## config.mk

```make
export PLATFORM = sky130hd
export DESIGN_NAME = rat_pc_unit
export DESIGN_NICKNAME = d
export VERILOG_FILES = /design/src/rtl/rat_pkg.sv /design/src/rtl/rat_ret_stack.sv /design/src/rtl/rat_pc_unit.sv
export SDC_FILE = /design/constraint.sdc
export NUM_CORES = 1
export LEC_CHECK = 0
export ABC_AREA = 1
export ABC_CLOCK_PERIOD_IN_PS = 3700
export CAP_MARGIN = 20
export CORE_ASPECT_RATIO = 0.75
export CORE_MARGIN = 1
export CORE_UTILIZATION = 40
export DETAILED_ROUTE_END_ITERATION = 7
export GPL_TIMING_DRIVEN = 0
export SETUP_SLACK_MARGIN = 0.5
export SYNTH_ARGS = -nofsm -noshare
export SYNTH_HDL_FRONTEND = slang
export SYNTH_HIERARCHICAL = 1
export SYNTH_SLANG_ARGS = --single-unit
```

## constraint.sdc

```tcl
create_clock -name CLK -period 3.7 [get_ports CLK]
set_clock_uncertainty 0.15 [all_clocks]
set_input_delay 0.74 -clock CLK [delete_from_list [all_inputs] [get_ports CLK]]
set_output_delay 0.74 -clock CLK [all_outputs]
set_load 0.05 [all_outputs]
```

## src/rtl/rat_pkg.sv

```systemverilog
// Shared definitions for the RAT core: address width, fixed vectors and
// the PC source mux select encoding used by the mux and the control unit.
package rat_pkg;

   localparam int          ADDR_W_DEF    = 10;
   localparam logic [9:0]  INTR_VEC      = 10'h3FF;
   localparam logic [9:0]  RESET_VEC_DEF = 10'h000;

   typedef enum logic [1:0] {
      SEL_IMMED = 2'b00,
      SEL_STACK = 2'b01,
      SEL_INTR  = 2'b10
   } pc_sel_t;

endpackage

```

## src/rtl/rat_ret_stack.sv

```systemverilog
// Hardware return-address LIFO for the RAT program counter stage.
// Holds return addresses for CALL/RET and interrupt entry, exposes the top
// entry to the PC source mux, and keeps sticky overflow/underflow flags.
module rat_ret_stack
   import rat_pkg::*;
#(
   parameter int ADDR_W = ADDR_W_DEF,
   parameter int DEPTH  = 8
) (
   input  logic              i_clk,
   input  logic              i_rst_n,
   input  logic              i_push,
   input  logic              i_pop,
   input  logic              i_clr,
   input  logic [ADDR_W-1:0] i_pushVal,
   output logic [ADDR_W-1:0] o_top,
   output logic              o_empty,
   output logic              o_full,
   output logic              o_ovf,
   output logic              o_unf
);

   localparam int IDX_W = $clog2(DEPTH);
   localparam int CNT_W = IDX_W + 1;

   logic [CNT_W-1:0]  r_count;
   logic [ADDR_W-1:0] r_entry [DEPTH];
   logic              r_ovf;
   logic              r_unf;

   logic              w_empty;
   logic              w_full;
   logic              w_replace;
   logic              w_doPush;
   logic              w_doPop;
   logic              w_setOvf;
   logic              w_setUnf;
   logic [IDX_W-1:0]  w_topIdx;
   logic [IDX_W-1:0]  w_wrIdx;

   // A push paired with a pop on a non-empty stack rewrites the top in place;
   // on an empty stack the pop is ignored and the push proceeds normally.
   always_comb begin
      w_empty   = (r_count == '0);
      w_full    = (r_count == CNT_W'(DEPTH));
      w_replace = i_push & i_pop & ~w_empty;
      w_doPush  = i_push & ~w_replace & ~w_full;
      w_doPop   = i_pop & ~i_push & ~w_empty;
      w_setOvf  = i_push & ~w_replace & w_full;
      w_setUnf  = i_pop & ~i_push & w_empty;
      w_topIdx  = IDX_W'(r_count - CNT_W'(1));
      w_wrIdx   = w_replace ? w_topIdx : r_count[IDX_W-1:0];
   end

   // Entry storage is never reset; occupancy alone decides what is valid.
   always_ff @(posedge i_clk) begin
      if (w_replace || w_doPush) begin
         r_entry[w_wrIdx] <= i_pushVal;
      end
   end

   // Occupancy count, saturating at 0 and DEPTH through the guards above.
   always_ff @(posedge i_clk or negedge i_rst_n) begin
      if (!i_rst_n) begin
         r_count <= '0;
      end else if (w_doPush) begin
         r_count <= r_count + CNT_W'(1);
      end else if (w_doPop) begin
         r_count <= r_count - CNT_W'(1);
      end
   end

   // Sticky error flags; a new error in the same cycle beats a clear.
   always_ff @(posedge i_clk or negedge i_rst_n) begin
      if (!i_rst_n) begin
         r_ovf <= 1'b0;
         r_unf <= 1'b0;
      end else begin
         if (w_setOvf) begin
            r_ovf <= 1'b1;
         end else if (i_clr) begin
            r_ovf <= 1'b0;
         end
         if (w_setUnf) begin
            r_unf <= 1'b1;
         end else if (i_clr) begin
            r_unf <= 1'b0;
         end
      end
   end

   // Top-of-stack is driven only from registered state so the mux sees no
   // combinational path back from its own output.
   always_comb begin
      o_top   = w_empty ? '0 : r_entry[w_topIdx];
      o_empty = w_empty;
      o_full  = w_full;
      o_ovf   = r_ovf;
      o_unf   = r_unf;
   end

endmodule

```

## src/rtl/rat_pc_unit.sv

```systemverilog
// Program-counter stage of the RAT core: registers the PC source mux output
// and owns the return-address stack whose top feeds the mux back.
module rat_pc_unit
   import rat_pkg::*;
#(
   parameter int                ADDR_W    = ADDR_W_DEF,
   parameter int                DEPTH     = 8,
   parameter logic [ADDR_W-1:0] RESET_VEC = ADDR_W'(RESET_VEC_DEF)
) (
   input  logic              CLK,
   input  logic              RST_N,
   input  logic [ADDR_W-1:0] D_IN,
   input  logic              PC_LD,
   input  logic              PC_INC,
   input  logic              PUSH,
   input  logic              PUSH_CUR,
   input  logic              POP,
   input  logic              ERR_CLR,
   output logic [ADDR_W-1:0] PC_COUNT,
   output logic [ADDR_W-1:0] FROM_STACK,
   output logic              STK_EMPTY,
   output logic              STK_FULL,
   output logic              STK_OVF,
   output logic              STK_UNF
);

   logic [ADDR_W-1:0] r_pc;
   logic [ADDR_W-1:0] w_pcPlus1;
   logic [ADDR_W-1:0] w_pushVal;

   // Interrupt entry saves the interrupted PC itself; CALL saves the next one.
   always_comb begin
      w_pcPlus1 = r_pc + ADDR_W'(1);
      w_pushVal = PUSH_CUR ? r_pc : w_pcPlus1;
   end

   // PC register: load beats increment, otherwise hold; increment wraps.
   always_ff @(posedge CLK or negedge RST_N) begin
      if (!RST_N) begin
         r_pc <= RESET_VEC;
      end else if (PC_LD) begin
         r_pc <= D_IN;
      end else if (PC_INC) begin
         r_pc <= w_pcPlus1;
      end
   end

   assign PC_COUNT = r_pc;

   rat_ret_stack #(
      .ADDR_W (ADDR_W),
      .DEPTH  (DEPTH)
   ) u_stack (
      .i_clk     (CLK),
      .i_rst_n   (RST_N),
      .i_push    (PUSH),
      .i_pop     (POP),
      .i_clr     (ERR_CLR),
      .i_pushVal (w_pushVal),
      .o_top     (FROM_STACK),
      .o_empty   (STK_EMPTY),
      .o_full    (STK_FULL),
      .o_ovf     (STK_OVF),
      .o_unf     (STK_UNF)
   );

endmodule

```

* Word-level counts from Yosys, hierarchy flattened *
Memories as Yosys holds them, arrays and structs flattened.
Cells that the tools add are included.

word-level totals
  flip-flop bits (word level) = 16
  logic and storage cells = 39
  memories kept = 1
  output and inout port bits = 24
  memory bits (writable) = 80
  input port bits = 18

operators by class
  equal/unequal tests = 1
  bitwise operators = 12
  reductions and logical operators = 6
  $add $sub $neg = 3
  multiplexer cells = 12

memory list
  name             depth  width  rd ports  clocked after Yosys merged registers in  wr ports  line                 text
  u_stack.r_entry  8      10     1         0                                        1         rat_ret_stack.sv:27  logic [ADDR_W-1:0] r_entry [DEPTH];

operators with widths
  operator               number
  $mux 10                4
  $add 10x1->10 const B  1
  $and 1x1->1            8
  $mux 4                 2
  $reduce_bool 2->1      4
  $mux 1                 5
  $add 4x1->4 const B    1
  $eq 4x4->1 const B     1
  $logic_not 4->1        1
  $not 1->1              4
  $sub 4x1->4 const B    1
  $mux 3                 1
  $logic_or 1x1->1       1

* Depth between registers and ports, before layout *
Gate-level depths: netlist of run 1.

  depth after elaboration = 9
  mapped depth = 11
  mapped depth without buffers = 9

* Cells and area by module *
The synthesis of run 1 kept the hierarchy.

modules (own cells, without submodules)
  module         cells each  instances  area each (sq um)  sequential area each (sq um)
  rat_ret_stack  352         1          3746.1             2552.4
  rat_pc_unit    109         1          748.2              250.2

* Least setup slack after synthesis of run 1 *
Ideal clock, no wire load.

  path kind = register to output
  start point = register u_stack.r_count[0]
  end point = output FROM_STACK[0]
  arrival = 2422 ps
  slack = 388 ps
  stages on the path, launching flop included = 10
  buffers on the path = 4
  required time = 2810 ps
  path through = dfrtp_1 > buf_2 > inv_2 > buf_2 > ha_1 > inv_1 > buf_2 > buf_1 > a21oi_1 > nor2_1

between the ends
  word-level cells in the longest chain between the ends = 3
  elaborated cells on any way between the ends = 4
  those cells by class = add/sub (1); mux (1); reduce/logical (1); memory (1)

ends and longest elaborated chain
  what                    line                 text
  from (decl)             rat_ret_stack.sv:26  logic [CNT_W-1:0] r_count;
  from (signal assigned)  rat_ret_stack.sv:67  r_count <= r_count + CNT_W'(1);
  from (signal assigned)  rat_ret_stack.sv:69  r_count <= r_count - CNT_W'(1);
  $sub 4x1->4             rat_ret_stack.sv:51  w_topIdx = IDX_W'(r_count - CNT_W'(1));
  $mem_v2 8x10            --
  $mux 10 *               rat_ret_stack.sv:95  o_top = w_empty ? '0 : r_entry[w_topIdx];
  to (decl)               rat_pc_unit.sv:20    output logic [ADDR_W-1:0] FROM_STACK,

Every way passes the cells marked *; elsewhere a longest branch is shown, timed or not.

* Worst setup path after layout of run 1 *
Same ends and word-level chain as after synthesis.

==> qor.yml, run 1 <==
io_pins: 42
initial_core_util_pct: 41.1
ys_seq_area_share_pct: 62.4
synth_area_leaders: "edfxtp_1, nand2_1, dfrtp_1, nor2_1, o21ai_0"
fin_cells: 663
power_leakage_nw: 2.19
synth_flop_cell: "edfxtp_1"
vias: 3378
via_per_inst: 5.10
tightest_slew_ns: 1.02
setup_viol_count_final: 0
die_height_um: 93.8
required_ns: 2.81
synth.top_cell.area_share_pct: 53.5
utilization_pct: 50.0
gp_congestion: 0.804
worstHoldPathType: "reg -> reg"
io_buffers: 41
antennaDiodeCount: 0
whs_ns: 0.378
synth_area_um2: 4490
grt_pass1_wl_um: 16600
cp.arrival_ns: 2.18
timing.fmax_ghz: 0.326
critPathTopFamily: "buffers and inverters"
pre_cts_slack_ns: -0.542
antenna_found_initial: 0
irDropWorstVdd_mv: 0.828
status: "complete, no violations"
numCtsBuffers: 9
overflow: 0
power_density_nw_per_um2: 961
crit_path_start_kind: "flip-flop"
clkSlewWorstSetupHoldPaths_ns: 0.06
max_slew_margin_pct: 31.9
drive_gt1_share_pct: 15.9
syn_to_final_growth_pct: 21.8
ctsHoldBuffers: 0
end_kind: "output pin"
drt-initial-drc-count: 219
ant_nets: 0
placementRows: 33
die_area_um2: 11700
synth_edf_count: 80
syn_inst: 461
hold_viol_final: 0
finalCritPeriodShare_pct: 82.9
path_class: "reg -> out"
drv_slew: 0
worst_slack_ns: 0.633
yosysWarnings: 6
crit_chain: "buf_6 > inv_4 > buf_8 > ha_4 > nor2_2 > inv_2 > nand2_1 > buf_6 > o21ai_0 > a21oi_1 > nor2_2 > buf_4"
fin_crit_ns: 3.07
die_w_um: 124
clock_path_buffers: 2
root_buffer: "clkbuf_16"
clkSinkCount: 96
grt_pass1_vias: 3128
synthArstFlopShare_pct: 16.7
grt.total_usage_pct: 18.8
rrSetupSlack_ns: 0.79
syn_area_per_cell_um2: 9.75
cts_tree: "done"
clock_latency_ns: 0.34
drv_cap: 0
rsz0062_at_grt: "no"
htreeDepth: 3
synthesis.nets: 482
crit_slowest_cell: "dfrtp_1"
netlist.top_cell.by_area: "edfxtp_1"
drt-total-wl_um: 10300
fin_nets: 539
grt_max_degree: 17
worst_path_largest_cell_delay_ns: 0.36
drc: 0
drtPass1Iterations: 5
dp_cells: 642
coreArea_um2: 10900
hpwlAfterDp_um: 7340
drt-wirelength-per-cell_um: 15.6
synth_cell_type_count: 30
critical_path.max_fanout: 10
synth-seq-cells: 96
critPathBufInv: 6
final cells by class:
cell class / instances / area, um2
plain buffers: 20 / 153
clock buffers: 11 / 233
clock inverters: 5 / 47.5
fillers: 990 / 5470
inverters: 25 / 98.8
multi-input cells: 320 / 1530
flip-flops and latches: 96 / 2800
well taps: 140 / 175
repair buffers: 46 / 435
timing repair:
action,CTS,global route
setup buffers,1,2
cloned,0,0
gates resized for setup,82,11
endpoints found under the setup margin,92,10
pin swaps,1,1
metal layers:
layer | GRT usage [%] | up-vias | share of wire [%]
li1 | - | 1674 | -
met1 | 26.9 | 1612 | 49
met2 | 28.7 | 85 | 45
met3 | 4.95 | 7 | 5.8
met4 | 3.82 | 0 | 0.61
met5 | 0 | - | 0
final timing paths:
path                                              endpoint  cells after the start                            from
max                                          FROM_STACK[0]                     12  u_stack/r_count[0]$_DFFE_PN0P_
min                              u_stack/o_ovf$_DFFE_PN0P_                      2       u_stack/o_ovf$_DFFE_PN0P_
max reg2reg                u_stack/r_entry[1][8]$_DFFE_PP_                     11  u_stack/r_count[0]$_DFFE_PN0P_
min reg2reg                      u_stack/o_ovf$_DFFE_PN0P_                      2       u_stack/o_ovf$_DFFE_PN0P_
max in group asynchronous   u_stack/r_count[0]$_DFFE_PN0P_                      1                           RST_N
min in group asynchronous          PC_COUNT[5]$_DFFE_PN0P_                      1                           RST_N
flip-flops by register name, indices dropped and copies added (netlist names):
| signal | cells |
|---|---|
| u_stack/r_count | 4 |
| u_stack/o_ovf | 1 |
| PC_COUNT | 10 |
| u_stack/r_entry | 80 |
| u_stack/o_unf | 1 |
metrics by stage:
step / cell area, um2 / setup TNS (ns) / total power [mW]
finish: 5480 / 0 / 5.26
global route: 5480 / 0 / 5.58
CTS: 5420 / 0 / 5.20
detailed placement: 5100 / -4.75 / 4.24
global placement: 5100 / -4.52 / 4.20
floorplan: 4520 / 0 / 3.38
Yosys cell counts (all sizes together) (5+ instances only):
master and number:
buf 16, edfxtp 80, nand2 122, nor2 77, o21ai 58, dfrtp 16
inv 24, nand3 33, a22oi 5, a21oi 10
worst reg2reg max path: cells and delay by family, from the launching register on:
kind	cells	cell delay, ns
AND/OR/NAND/NOR	6	1.33
buffers and inverters	4	0.52
flip-flops	1	0.39
adder cells (fa/ha/maj)	1	0.14
cells in the final DEF (no fill, tap or decap), drive strengths merged:
| master | n |
|---|---|
| bufinv | 1 |
| ha | 3 |
| clkbuf | 15 |
| o211ai | 2 |
| nand2 | 122 |
| nand3b | 1 |
| clkdlybuf4s50 | 29 |
| nand3 | 33 |
| clkinv | 5 |
| nor2 | 77 |
| inv | 24 |
| xnor2 | 4 |
| a22oi | 5 |
| xor2 | 1 |
| a21oi | 10 |
| dlygate4sd2 | 2 |
| edfxtp | 80 |
| nand4 | 4 |
| buf | 31 |
| dfrtp | 16 |
| o21ai | 58 |
cell families after synthesis:
| family | after synthesis | share of synthesized area [%] |
|---|---|---|
| AOI/OAI and AO/OA | 75 | 8.99 |
| xor gates and xnor gates | 5 | 0.974 |
| adders and majority gates | 3 | 0.835 |
| buffers and inverters | 45 | 4.48 |
| DFF | 96 | 62.4 |
| and+or+nand+nor | 237 | 22.4 |
report_power, final:
| part | total [mW] | internal, mW | switching, mW |
|---|---|---|---|
| logic | 2.93 | 0.949 | 1.98 |
| registers | 1.44 | 1.37 | 0.0715 |
| clock network | 0.885 | 0.517 | 0.368 |
| total | 5.26 | 2.84 | 2.42 |
(Power assumes the default switching activity.)
==> run 2, diff against run 1 <==
--- a/config.mk
+++ b/config.mk
@@ -6,7 +6,7 @@
 export NUM_CORES = 1
 export LEC_CHECK = 0
 export ABC_AREA = 1
-export ABC_CLOCK_PERIOD_IN_PS = 3700
+export ABC_CLOCK_PERIOD_IN_PS = 3200
 export CAP_MARGIN = 20
 export CORE_ASPECT_RATIO = 0.75
 export CORE_MARGIN = 1
==> constraint.sdc (replaced) <==
create_clock -name CLK -period 3.2 [get_ports CLK]
set_clock_uncertainty 0.15 [all_clocks]
set_input_delay 0.64 -clock CLK [delete_from_list [all_inputs] [get_ports CLK]]
set_output_delay 0.64 -clock CLK [all_outputs]
set_load 0.05 [all_outputs]
==> run 2 against run 1 <==
Effect of this change: core utilization up 4.7 points; count of clock-buffer cells in the layout is 2 lower; sequential cell count is the same; final cell count increased by 1.1%; final area is 9.3% higher; critical path depth down 2; setup slack worse by 0.32 ns; hold slack barely moved; global-route usage grew 2.1 points; die area stayed put; first-iteration DRC count is 23% higher; wire length grew 9.4%; critical path type unchanged; largest cell class unchanged; highest routed layer unchanged.
==> qor.yml, run 2 (synthesized netlist as in run 1, its figures left out) <==
crit_slowest_cell: "dfrtp_1"  # unchanged
drv_slew: 0  # unchanged
io_pins: 42  # unchanged
via_per_inst: 5.19  # was 5.10
die_w_um: 124  # unchanged
drc: 0  # unchanged
reg2reg_to: "u_stack/r_entry[6][8]$_DFFE_PP_"  # was u_stack/r_entry[1][8]$_DFFE_PP_
regMostFlops: "u_stack/r_entry"  # unchanged
grt_pass1_vias: 3356  # was 3128
holdPathStages: 2  # unchanged
cts_tree: "done"  # unchanged
largest_reg_flops: 80  # unchanged
crit_path_frequent_cell: "buf_8"
fin_nets: 546  # was 539
finalCritPeriodShare_pct: 90.2
gp_congestion: 0.859  # was 0.804
coreArea_um2: 10900  # unchanged
drt-wirelength-per-cell_um: 16.9  # was 15.6 um
drive_gt1_share_pct: 27.9  # was 15.9%
antennaDiodeCount: 0  # unchanged
grt_max_degree: 18  # was 17
crit_path_end: "FROM_STACK[8]"  # was FROM_STACK[0]
antenna_found_initial: 0  # unchanged
fill_cells: 960  # was 990
drt-initial-drc-count: 270  # was 219
initial_core_util_pct: 41.1  # unchanged
min_from: "u_stack/o_unf$_DFFE_PN0P_"  # was u_stack/o_ovf$_DFFE_PN0P_
layout_common_cells: "nand2_1, edfxtp_1, nor2_1, nor2_4, clkdlybuf4s50_1"  # was nand2_1, edfxtp_1, nor2_1, o21ai_0, nand3_1
die_height_um: 93.8  # unchanged
critical_path.max_fanout: 5  # was 10
status: "complete, no violations"  # unchanged
syn_to_final_growth_pct: 33.2  # was 21.8%
vias: 3478  # was 3378
startpoint: "u_stack/r_count[0]$_DFFE_PN0P_"  # unchanged
crit_path_start_kind: "flip-flop"  # unchanged
overflow: 0  # unchanged
rsz0062_at_grt: "yes"  # was no
setup_viol_count_final: 0  # unchanged
setup_tns_ns: 0  # unchanged
clkSinkCount: 96  # unchanged
hold_viol_final: 0  # unchanged
seq_area_um2: 2800  # unchanged
drt-total-wl_um: 11300  # was 10300 um
ant_nets: 0  # unchanged
grt.total_usage_pct: 20.9  # was 18.8%
max_slew_margin_pct: 36.9  # was 31.9%
rrSetupSlack_ns: 0.65  # was 0.79 ns
root_buffer: "clkbuf_16"  # unchanged
clock_latency_ns: 0.34  # about the same
multi_input_area_um2: 1840  # was 1530 um2
grt_pass1_wl_um: 18200  # was 16600 um
fin_crit_ns: 2.89
regToRegStartpoint: "u_stack/r_count[0]$_DFFE_PN0P_"  # unchanged
end_kind: "output pin"  # unchanged
clock_path_buffers: 2  # unchanged
io_buffers: 41  # unchanged
ctsHoldBuffers: 0  # unchanged
cp.arrival_ns: 2.10  # was 2.18 ns
clkSlewWorstSetupHoldPaths_ns: 0.06  # about the same
die_area_um2: 11700  # unchanged
crit_chain: "buf_6 > inv_8 > buf_8 > ha_4 > clkbuf_8 > o21ai_0 > o21ai_1 > a21oi_1 > nor2_4 > buf_8"  # was buf_6 > inv_4 > buf_8 > ha_4 > nor2_2 > inv_2 > nand2_1 > buf_6 > o21ai_0 > a21oi_1 > nor2_2 > buf_4
drv_cap: 0  # unchanged
tightest_slew_ns: 0.937  # was 1.02 ns
worstHoldPathType: "reg -> reg"  # unchanged
placementRows: 33  # unchanged
r2r_cells: 12  # was 11
drtPass1Iterations: 5  # unchanged
numCtsBuffers: 9  # unchanged
hpwlAfterDp_um: 7470  # was 7340 um
timing.fmax_ghz: 0.346
htreeDepth: 3  # unchanged
final_common_cell: "nand2_1"  # unchanged
worst_path_largest_cell_delay_ns: 0.36  # about the same
required_ns: 2.41  # was 2.81 ns
path_class: "reg -> out"  # unchanged
## run 2: cell count changes in the layout (fill, tap and decap cells not counted), sizes merged, moves of 2 or more
cell,change
clkinv,-2
dlygate4sd2,-2
inv,+2
buf,+7
## run 2: timing repair
| item | CTS | global route |
|---|---|---|
| resized for setup | 174 | 42 |
| endpoints found under the setup margin | 92 | 89 |
| gates cloned | 4 | 0 |
| pin swaps | 32 | 13 |
| setup buffers | 6 | 1 |
## run 2: worst max-delay path, delay by kind of cell (launching register included)
kind / cells / cell delay, ns
AOI/OAI and AO/OA: 3 / 0.35
and+or+nand+nor: 1 / 0.10
buffers and inverters: 5 / 0.60
DFF: 1 / 0.36
adders and majority gates: 1 / 0.33
## run 2: worst min path at each step
stage	slack (ns)	endpoint
2_1_floorplan	0.19	PC_COUNT[0]$_DFFE_PN0P_
3_3_place_gp	0.37	u_stack/o_ovf$_DFFE_PN0P_
3_5_place_dp	0.38	u_stack/o_unf$_DFFE_PN0P_
4_1_cts	0.39	u_stack/o_unf$_DFFE_PN0P_
5_1_grt	0.40	u_stack/o_unf$_DFFE_PN0P_
6_report	0.38	u_stack/o_unf$_DFFE_PN0P_
## run 2: final cells by class
class / instances / area share, %
flip-flops and latches: 96 / 46.8
multi-input cells: 320 / 30.8
repair buffers: 53 / 9.11
clock buffers: 9 / 3.76
plain buffers: 20 / 3.09
well taps: 140 / 2.93
inverters: 25 / 1.82
clock inverters: 7 / 1.71
## run 2: layer usage
| layer | track usage, % | share of wire [%] |
|---|---|---|
| met2 | 32.6 | 45 |
| met4 | 5.52 | 1.4 |
| met5 | 0 | 0 |
| met3 | 6.38 | 7.6 |
| met1 | 28.4 | 46 |
## run 2: through the flow
step,instances,utilization [%],cell area [um2],setup slack (ns),hold WS [ns]
floorplan,461,-,4580,0.513,0.194
CTS,668,53.3,5830,0.294,0.389
global placement,642,47.2,5160,-0.575,0.374
detailed placement,642,47.2,5160,-0.560,0.380
finish,670,54.7,5990,0.312,0.378
global route,670,54.7,5990,0.215,0.405
Power of run 2 is not shown: default switching activity piles up to over one toggle a cycle in this logic, so the estimate is an artifact.
==> run 3, diff against run 2 <==
--- a/config.mk
+++ b/config.mk
@@ -9,7 +9,6 @@
 export ABC_CLOCK_PERIOD_IN_PS = 3200
 export CAP_MARGIN = 20
 export CORE_ASPECT_RATIO = 0.75
-export CORE_MARGIN = 1
 export CORE_UTILIZATION = 40
 export DETAILED_ROUTE_END_ITERATION = 7
 export GPL_TIMING_DRIVEN = 0
==> results of run 3 <==
Final layout, timing and power as in run 2 (identical DEF).
Power of run 3 is left out for the same reason.
